**src/rtl/ext_pipe_unit_pkg.sv**
```systemverilog
// ext_pipe_unit_pkg: extension mode codes shared by the extender datapath
package ext_pipe_unit_pkg;
  localparam int EXT_OP_W = 3;
  typedef enum logic [EXT_OP_W-1:0] {
    EXT_ZERO    = 3'd0,
    EXT_SIGNED  = 3'd1,
    EXT_HIGHPOS = 3'd2,
    EXT_BRANCH  = 3'd3,
    EXT_JUMP    = 3'd4,
    EXT_BYTE_S  = 3'd5,
    EXT_BYTE_Z  = 3'd6,
    EXT_ILLEGAL = 3'd7
  } ext_op_e;
endpackage

```
**src/rtl/ext_pipe_unit_core.sv**
```systemverilog
// ext_core: combinational immediate/operand extension for every mode
module ext_core import ext_pipe_unit_pkg::*; #(
  parameter int DATA_W = 32,
  parameter int HALF_W = 16,
  parameter int IMM_W  = 26
) (
  input  logic [IMM_W-1:0]    in_imm,
  input  logic [EXT_OP_W-1:0] in_op,
  input  logic [DATA_W-1:0]   in_pc,
  output logic [DATA_W-1:0]   result,
  output logic                err
);
  localparam logic [DATA_W-1:0] JMASK = {DATA_W{1'b1}} >> (DATA_W - IMM_W - 2);
  logic [HALF_W-1:0] h;
  logic [7:0]        b;
  logic [DATA_W-1:0] zx, sx, hi, br, jp, bs, bz;
  assign h  = in_imm[HALF_W-1:0];
  assign b  = in_imm[7:0];
  assign zx = DATA_W'(h);
  assign sx = {{(DATA_W-HALF_W){h[HALF_W-1]}}, h};
  assign hi = sx << HALF_W;
  assign br = sx << 2;
  assign jp = (in_pc & ~JMASK) | (DATA_W'(in_imm) << 2);
  assign bs = {{(DATA_W-8){b[7]}}, b};
  assign bz = DATA_W'(b);
  // select the extended value for the requested mode; illegal codes yield zero
  always_comb begin
    err    = in_op == EXT_ILLEGAL;
    result = in_op == EXT_ZERO    ? zx :
             in_op == EXT_SIGNED  ? sx :
             in_op == EXT_HIGHPOS ? hi :
             in_op == EXT_BRANCH  ? br :
             in_op == EXT_JUMP    ? jp :
             in_op == EXT_BYTE_S  ? bs :
             in_op == EXT_BYTE_Z  ? bz : '0;
  end
endmodule

```
**src/rtl/ext_pipe_unit.sv**
```systemverilog
// ext_pipe_unit: registered extender behind a valid/ready handshake with a 2-entry skid buffer
module ext_pipe_unit import ext_pipe_unit_pkg::*; #(
  parameter int DATA_W = 32,
  parameter int HALF_W = 16,
  parameter int IMM_W  = 26
) (
  input  logic                clk,
  input  logic                rst,
  input  logic                flush,
  input  logic                in_valid,
  output logic                in_ready,
  input  logic [IMM_W-1:0]    in_imm,
  input  logic [EXT_OP_W-1:0] in_op,
  input  logic [DATA_W-1:0]   in_pc,
  output logic                out_valid,
  input  logic                out_ready,
  output logic [DATA_W-1:0]   out_imm,
  output logic                out_err
);
  logic [DATA_W-1:0] ext_res;
  logic              ext_err;
  logic              main_v, skid_v, main_vn, skid_vn, acc, drain;
  logic [DATA_W:0]   main_d, skid_d, main_dn, skid_dn, ext_d;
  ext_core #(.DATA_W(DATA_W), .HALF_W(HALF_W), .IMM_W(IMM_W)) u_core (
    .in_imm (in_imm),
    .in_op  (in_op),
    .in_pc  (in_pc),
    .result (ext_res),
    .err    (ext_err)
  );
  assign ext_d     = {ext_err, ext_res};
  assign acc       = in_valid && in_ready;
  assign drain     = main_v && out_ready;
  assign in_ready  = !skid_v;
  assign out_valid = main_v;
  assign {out_err, out_imm} = main_d;
  // refill main from skid first, then from input; overflow into skid when main stalls
  always_comb begin
    main_vn = main_v;
    main_dn = main_d;
    skid_vn = skid_v;
    skid_dn = skid_d;
    if (!main_v || drain) begin
      main_vn = skid_v || acc;
      main_dn = skid_v ? skid_d : acc ? ext_d : '0;
      skid_vn = 1'b0;
      skid_dn = '0;
    end else if (acc) begin
      skid_vn = 1'b1;
      skid_dn = ext_d;
    end
  end
  // state registers; reset and flush empty the buffer and zero the data
  always_ff @(posedge clk) begin
    if (rst || flush) begin
      main_v <= 1'b0;
      skid_v <= 1'b0;
      main_d <= '0;
      skid_d <= '0;
    end else begin
      main_v <= main_vn;
      skid_v <= skid_vn;
      main_d <= main_dn;
      skid_d <= skid_dn;
    end
  end
endmodule
```
**config.mk**
```make
export PLATFORM = sky130hd
export DESIGN_NAME = ext_pipe_unit
export DESIGN_NICKNAME = d
export VERILOG_FILES = /design/src/rtl/ext_pipe_unit_pkg.sv /design/src/rtl/ext_pipe_unit_core.sv /design/src/rtl/ext_pipe_unit.sv
export SDC_FILE = /design/constraint.sdc
export NUM_CORES = 1
export LEC_CHECK = 0
export ABC_AREA = 0
export BUFFER_PORTS_ARGS = -buffer_cell sky130_fd_sc_hd__buf_4
export CAP_MARGIN = 20
export CORE_MARGIN = 2
export CORE_UTILIZATION = 54
export CTS_BUF_LIST = sky130_fd_sc_hd__clkbuf_4 sky130_fd_sc_hd__clkbuf_8
export CTS_CLUSTER_SIZE = 14
export DETAILED_ROUTE_END_ITERATION = 16
export PLACE_DENSITY = 0.83
export SLEW_MARGIN = 20
export SYNTH_ARGS = -nofsm -noshare
export SYNTH_HDL_FRONTEND = slang
export SYNTH_SLANG_ARGS = --single-unit
```
**constraint.sdc**
```tcl
create_clock -name clk -period 1.5 [get_ports clk]
set_input_delay 0.3 -clock clk [delete_from_list [all_inputs] [get_ports clk]]
set_output_delay 0.3 -clock clk [all_outputs]
set_load 0.1 [all_outputs]
```
==> impl_metrics.json, run 1 <==
{
  "status": "complete, no violations",
  "utilization_pct": 69.90,
  "critPathMaxFanout": 20,
  "drive_gt1_share_pct": 23.64,
  "die_x_um": 84.58,
  "end_kind": "output pin",
  "min_period_ps": 1441,
  "rsz0062_at_grt": "no",
  "port_buffers": 72,
  "clk_pin_slew_ps": 70,
  "htreeDepth": 3,
  "slew_viol_final": 0,
  "synth_top_flop_cell": "dfxtp_1",
  "num_rows": 29,
  "crit_slowest_cell": "dfxtp_2",
  "path_class": "reg2out",
  "relSlewSlack_pct": 70.60,
  "initial_core_util_pct": 55.53,
  "syn_area_per_cell_um2": 7.655,
  "cap_violations": 0,
  "clk_latency_ps": 350,
  "arrival_ps": 1140,
  "ant_nets": 0,
  "grt_pass1_wl_um": 15820,
  "seq_area_frac_synth_pct": 38.83,
  "core-area_um2": 6314,
  "grt_max_degree": 38,
  "antenna_cells": 0,
  "viasPerCell": 5.972,
  "hold_path.class": "in2reg",
  "drc": 0,
  "hold_violations": 0,
  "grt_overflow": 0,
  "die_h_um": 84.58,
  "synthesis.nets": 524,
  "powerDensity_nw_per_um2": 936.6,
  "p_leak_nw": 1.691,
  "reg2reg_setup_slack_ps": 90,
  "num_io_pins": 101,
  "synth_edf_count": 0,
  "cp_cell_sequence": "buf_12 -> clkinvlp_4 -> buf_6",
  "fin_skew_ps": 9.061,
  "nets": 595,
  "area_delta_synth_final_pct": 25.87,
  "grtUsageTotal_pct": 27.26,
  "min_period_over_period_pct": 96.09,
  "max-vdd-ir-drop_mv": 0.7429,
  "vias": 3643,
  "fillers": 532,
  "wl_per_cell_um": 15.98,
  "synth-seq-cells": 68,
  "hpwl_um": 6772,
  "min_from": "in_valid",
  "fmax_mhz": 693.8,
  "routabilityCongestion": 0.9097,
  "tritoncts": "done",
  "worst_slew_pin_slew_ps": 438.6,
  "slowest_delay_ps": 350,
  "reg2reg_from": "skid_v$_SDFFE_PP0P_",
  "cp.required_ps": 1200,
  "die_area_um2": 7153,
  "setup-tns-final_ps": 0,
  "placed_area_um2": 4197,
  "stdcell_count": 610,
  "ys_types": 35,
  "dr.pass1.iters": 5,
  "yosysWarnings": 0,
  "drt_iter0_markers": 243,
  "synth_cells": 458,
  "clock_sinks": 68,
  "first_global_vias": 3372,
  "wl_um": 9749,
  "syn-cell-area_um2": 3506,
  "clockRootBuffer": "clkbuf_8",
  "finalSetupViolations": 0,
  "startpoint_type": "flip-flop",
  "clock_path_buffers": 2,
  "antenna_found_initial": 0,
  "power.total_mw": 4.133,
  "placed_cells": 595,
  "stdcell_area_um2": 4413,
  "cts_buffers": 9,
  "crit_start": "skid_v$_SDFFE_PP0P_",
  "hold_buffers": 0,
  "async_flop_share_pct": 0,
  "cts_setup_buffers": 0
}
==> final timing paths <==
path	to	depth (start not counted)
setup reg to reg	skid_d[21]$_SDFFE_PP0P_	4
hold reg to reg	skid_d[22]$_SDFFE_PP0P_	2
hold / removal	skid_v$_SDFFE_PP0P_	3
setup / recovery	in_ready	3
==> worst max-delay path, delay by kind of cell (launching register included) <==
family	cells	cell delay, ps
flip-flops	1	350
buffers and inverters	3	430
==> Yosys cell counts (all sizes together) (2+ instances only) <==
master	n	area [um2]
nand3	6	30.03
nand4b	3	26.28
inv	5	18.76
nand2	53	198.9
nand3b	14	105.1
o22ai	4	25.02
o21ai	79	395.4
nor2	8	30.03
a21oi	116	584.3
a32oi	2	17.52
clkbuf	20	75.07
o221ai	2	17.52
a22o	2	17.52
dfxtp	68	1361
mux2i	16	160.2
o211ai	2	15.01
nor2b	7	43.79
a32o	4	40.04
buf	22	156.4
nand2b	15	93.84
==> cells by family after synthesis <==
kind of cell	count (synthesis)	synth area share [%]
xor+xnor	1	0.2499
mux	17	4.889
flops	68	38.83
compound gates	216	33.26
buf+inv	47	7.137
simple gates	109	15.63
==> final cells by class <==
type / count / area, um2 / share of cell area (%)
repair buffers: 102 / 832.0 / 18.85
flip-flops and latches: 68 / 1366 / 30.96
clock buffers: 14 / 186.4 / 4.225
inverters: 5 / 22.52 / 0.5103
multi-input cells: 343 / 1904 / 43.15
well taps: 77 / 96.34 / 2.183
clock inverters: 1 / 5.005 / 0.1134
==> layout by cell type (no fill, tap or decap), types with 4 or more instances in the layout <==
master,instances
nor2_1,8
o22ai_1,4
o21ai_0,62
a32o_1,4
nand2_1,53
clkbuf_8,13
buf_4,96
nand2b_1,15
nor2b_1,6
buf_12,5
nand3_1,6
nand3b_1,14
mux2i_1,16
dfxtp_1,66
o21ai_1,17
a21oi_1,115
==> stage by stage <==
| stage | setup WS (ps) | hold WS, ps |
|---|---|---|
| floorplan | 119.1 | 425.6 |
| global placement | -64.93 | 437.5 |
| detailed placement | -119.4 | 443.2 |
| CTS | 13.70 | 182.6 |
| global route | 0.4511 | 232.4 |
| finish | 58.68 | 193.4 |
==> flip-flops by register name (all words and copies together), names as in the netlist <==
signal     cells
main_d        33
skid_v         1
out_valid      1
skid_d        33
==> metal layers <==
| metal | vias up | GRT usage [%] | share of wire (%) |
|---|---|---|---|
| li1 | 1777 | - | - |
| met1 | 1694 | 34.11 | 43 |
| met2 | 152 | 44.74 | 49 |
| met3 | 20 | 6.096 | 6.0 |
| met4 | 0 | 12.55 | 2.0 |
| met5 | - | 0 | 0 |
==> power by group <==
part           switching (mW)  leakage (nW)  internal (mW)
clock network           0.661         0.102          0.788
registers              0.0157         0.551           1.83
logic                   0.544          1.04          0.289
total                    1.22          1.69           2.91
==> repair_timing <==
item / CTS / global route
resized for setup: 5 / 1
setup endpoints to repair: 4 / 2
hold endpoints to repair: 0 / 0
No activity file was read; power rests on OpenSTA's default activity.
==> run 2: changes to the inputs <==
==> constraint.sdc (replaced) <==
create_clock -name clk -period 1.5 [get_ports clk]
set_input_delay 0.3 -clock clk [delete_from_list [all_inputs] [get_ports clk]]
set_output_delay 0.3 -clock clk [all_outputs]
set_load 0.01 [all_outputs]
==> run 2 against run 1 <==
  * First-iteration DRC count up 24%
  * Clock-buffer cell count is 2 lower
  * Global-route usage shrank 0.30 points
  * Worst hold slack improved by 27 ps
  * Total power down 8.8%
  * Final cell count down 0.49%
  * Sequential cell count unchanged
  * Critical path type unchanged
==> impl_metrics.json, run 2 (synthesis gave the netlist of run 1 again) <==
{
  "cts_setup_buffers": 0,
  "finalSetupViolations": 0,
  "drc": 0,
  "die_h_um": 84.58,
  "initial_core_util_pct": 55.53,
  "num_io_pins": 101,
  "status": "complete, no violations",
  "rsz0062_at_grt": "no",
  "wl_per_cell_um": 15.76,
  "worst_hold_path.endpoint": "skid_v$_SDFFE_PP0P_",
  "area_delta_synth_final_pct": 22.70,
  "max-vdd-ir-drop_mv": 0.7157,
  "worstRegToRegCells": 4,
  "nets": 592,
  "relSlewSlack_pct": 71.24,
  "slew_viol_final": 0,
  "die_x_um": 84.58,
  "clock_path_buffers": 2,
  "core-area_um2": 6314,
  "antenna_cells": 0,
  "clockRootBuffer": "clkbuf_8",
  "viasPerCell": 5.906,
  "fmax_mhz": 712.3,
  "fin_skew_ps": 6.587,
  "num_rows": 29,
  "die_area_um2": 7153,
  "grtUsageTotal_pct": 26.96,
  "tritoncts": "done",
  "first_global_vias": 3369,
  "reg2reg_setup_slack_ps": 130,
  "path_class": "reg2out",
  "p_leak_nw": 1.645,
  "antenna_found_initial": 0,
  "min_period_ps": 1404,
  "cap_violations": 0,
  "clk_pin_slew_ps": 70,
  "clk_latency_ps": 340,
  "end_kind": "output pin",
  "min_period_over_period_pct": 93.59,
  "r2r_end": "skid_d[21]$_SDFFE_PP0P_",
  "wl_um": 9565,
  "grt_overflow": 0,
  "drive_gt1_share_pct": 22.64,
  "min_from": "in_valid",
  "cts_buffers": 9,
  "largestRegisters": "main_d x33, skid_d x33",
  "cp.required_ps": 1200,
  "min_path_cells": 3,
  "power.total_mw": 3.768,
  "reg2reg_from": "skid_v$_SDFFE_PP0P_",
  "worst_slew_pin_slew_ps": 431.5,
  "stdcell_area_um2": 4302,
  "placed_area_um2": 4129,
  "hold_buffers": 0,
  "ant_nets": 0,
  "stdcell_count": 607,
  "powerDensity_nw_per_um2": 876.0,
  "htreeDepth": 3,
  "hold_path.class": "in2reg",
  "grt_max_degree": 38,
  "mostFrequentLayoutCell": "a21oi_1",
  "layout_common_cells": "115 x a21oi_1, 97 x buf_4, 68 x dfxtp_1",
  "startpoint_type": "flip-flop",
  "routabilityCongestion": 0.9277,
  "hpwl_um": 6845,
  "setup-tns-final_ps": 0,
  "cts_resized": 0,
  "whs_ps": 220.5,
  "fillers": 563,
  "hold_violations": 0,
  "port_buffers": 72,
  "critPathMaxFanout": 18,
  "drt_iter0_markers": 301,
  "grt_pass1_wl_um": 15860,
  "clock_sinks": 68,
  "placed_cells": 592,
  "vias": 3585,
  "dr.pass1.iters": 5,
  "arrival_ps": 1100
}
==> run 2: cell count changes in the layout (fill, tap and decap cells not counted), sizes merged <==
cell	before	now
clkinvlp	1	0
clkinv	1	3
clkbuf	14	12
buf	102	99
inv	4	5
==> run 2: power breakdown <==
group          switching, mW  internal, mW  total [mW]
logic                  0.349         0.274       0.624
clock network          0.656         0.638        1.29
registers             0.0147          1.84        1.85
total                   1.02          2.75        3.77
==> run 2: through the flow <==
step                util [%]  setup WS (ps)
floorplan                  -          215.2
global placement       65.40         -71.91
detailed placement     65.40         -137.2
CTS                    67.95          19.35
global route           68.13          3.255
finish                 68.13          96.16
==> run 2: cell type report <==
| class | count | area (um2) | area share, % |
|---|---|---|---|
| multi-input cells | 343 | 1904 | 44.27 |
| flip-flops and latches | 68 | 1361 | 31.65 |
| repair buffers | 99 | 759.5 | 17.66 |
| clock buffers | 12 | 146.4 | 3.403 |
| well taps | 77 | 96.34 | 2.240 |
| inverters | 5 | 18.77 | 0.4363 |
| clock inverters | 3 | 15.01 | 0.3490 |
==> run 2: worst max-delay path by stage <==
stage                   startpoint                       to  slack (ps)  cells after the start
6_report       skid_v$_SDFFE_PP0P_                 in_ready         100                      3
5_1_grt        skid_v$_SDFFE_PP0P_  skid_d[21]$_SDFFE_PP0P_           3                      4
4_1_cts        skid_v$_SDFFE_PP0P_  skid_d[20]$_SDFFE_PP0P_          20                      4
3_5_place_dp              in_op[2]  skid_d[21]$_SDFFE_PP0P_        -140                      6
3_3_place_gp              in_op[2]  skid_d[30]$_SDFFE_PP0P_         -70                      6
2_1_floorplan             in_op[1]   skid_d[5]$_SDFFE_PP0P_         220                      6
==> run 2: critical path: stages, from the launching register on <==
cell	delay (ps)
dfxtp_1	330
buf_4	230
inv_1	60
buf_4	140
==> run 2: per-layer routing <==
layer  share of wire (%)  global-route usage (%)  vias to the layer above
met4                 1.5                   8.802                        0
met1                  44                   34.98                     1664
li1                    -                       -                     1769
met2                  49                   44.67                      136
met5                   0                       0                        -
met3                 6.0                   5.900                       16
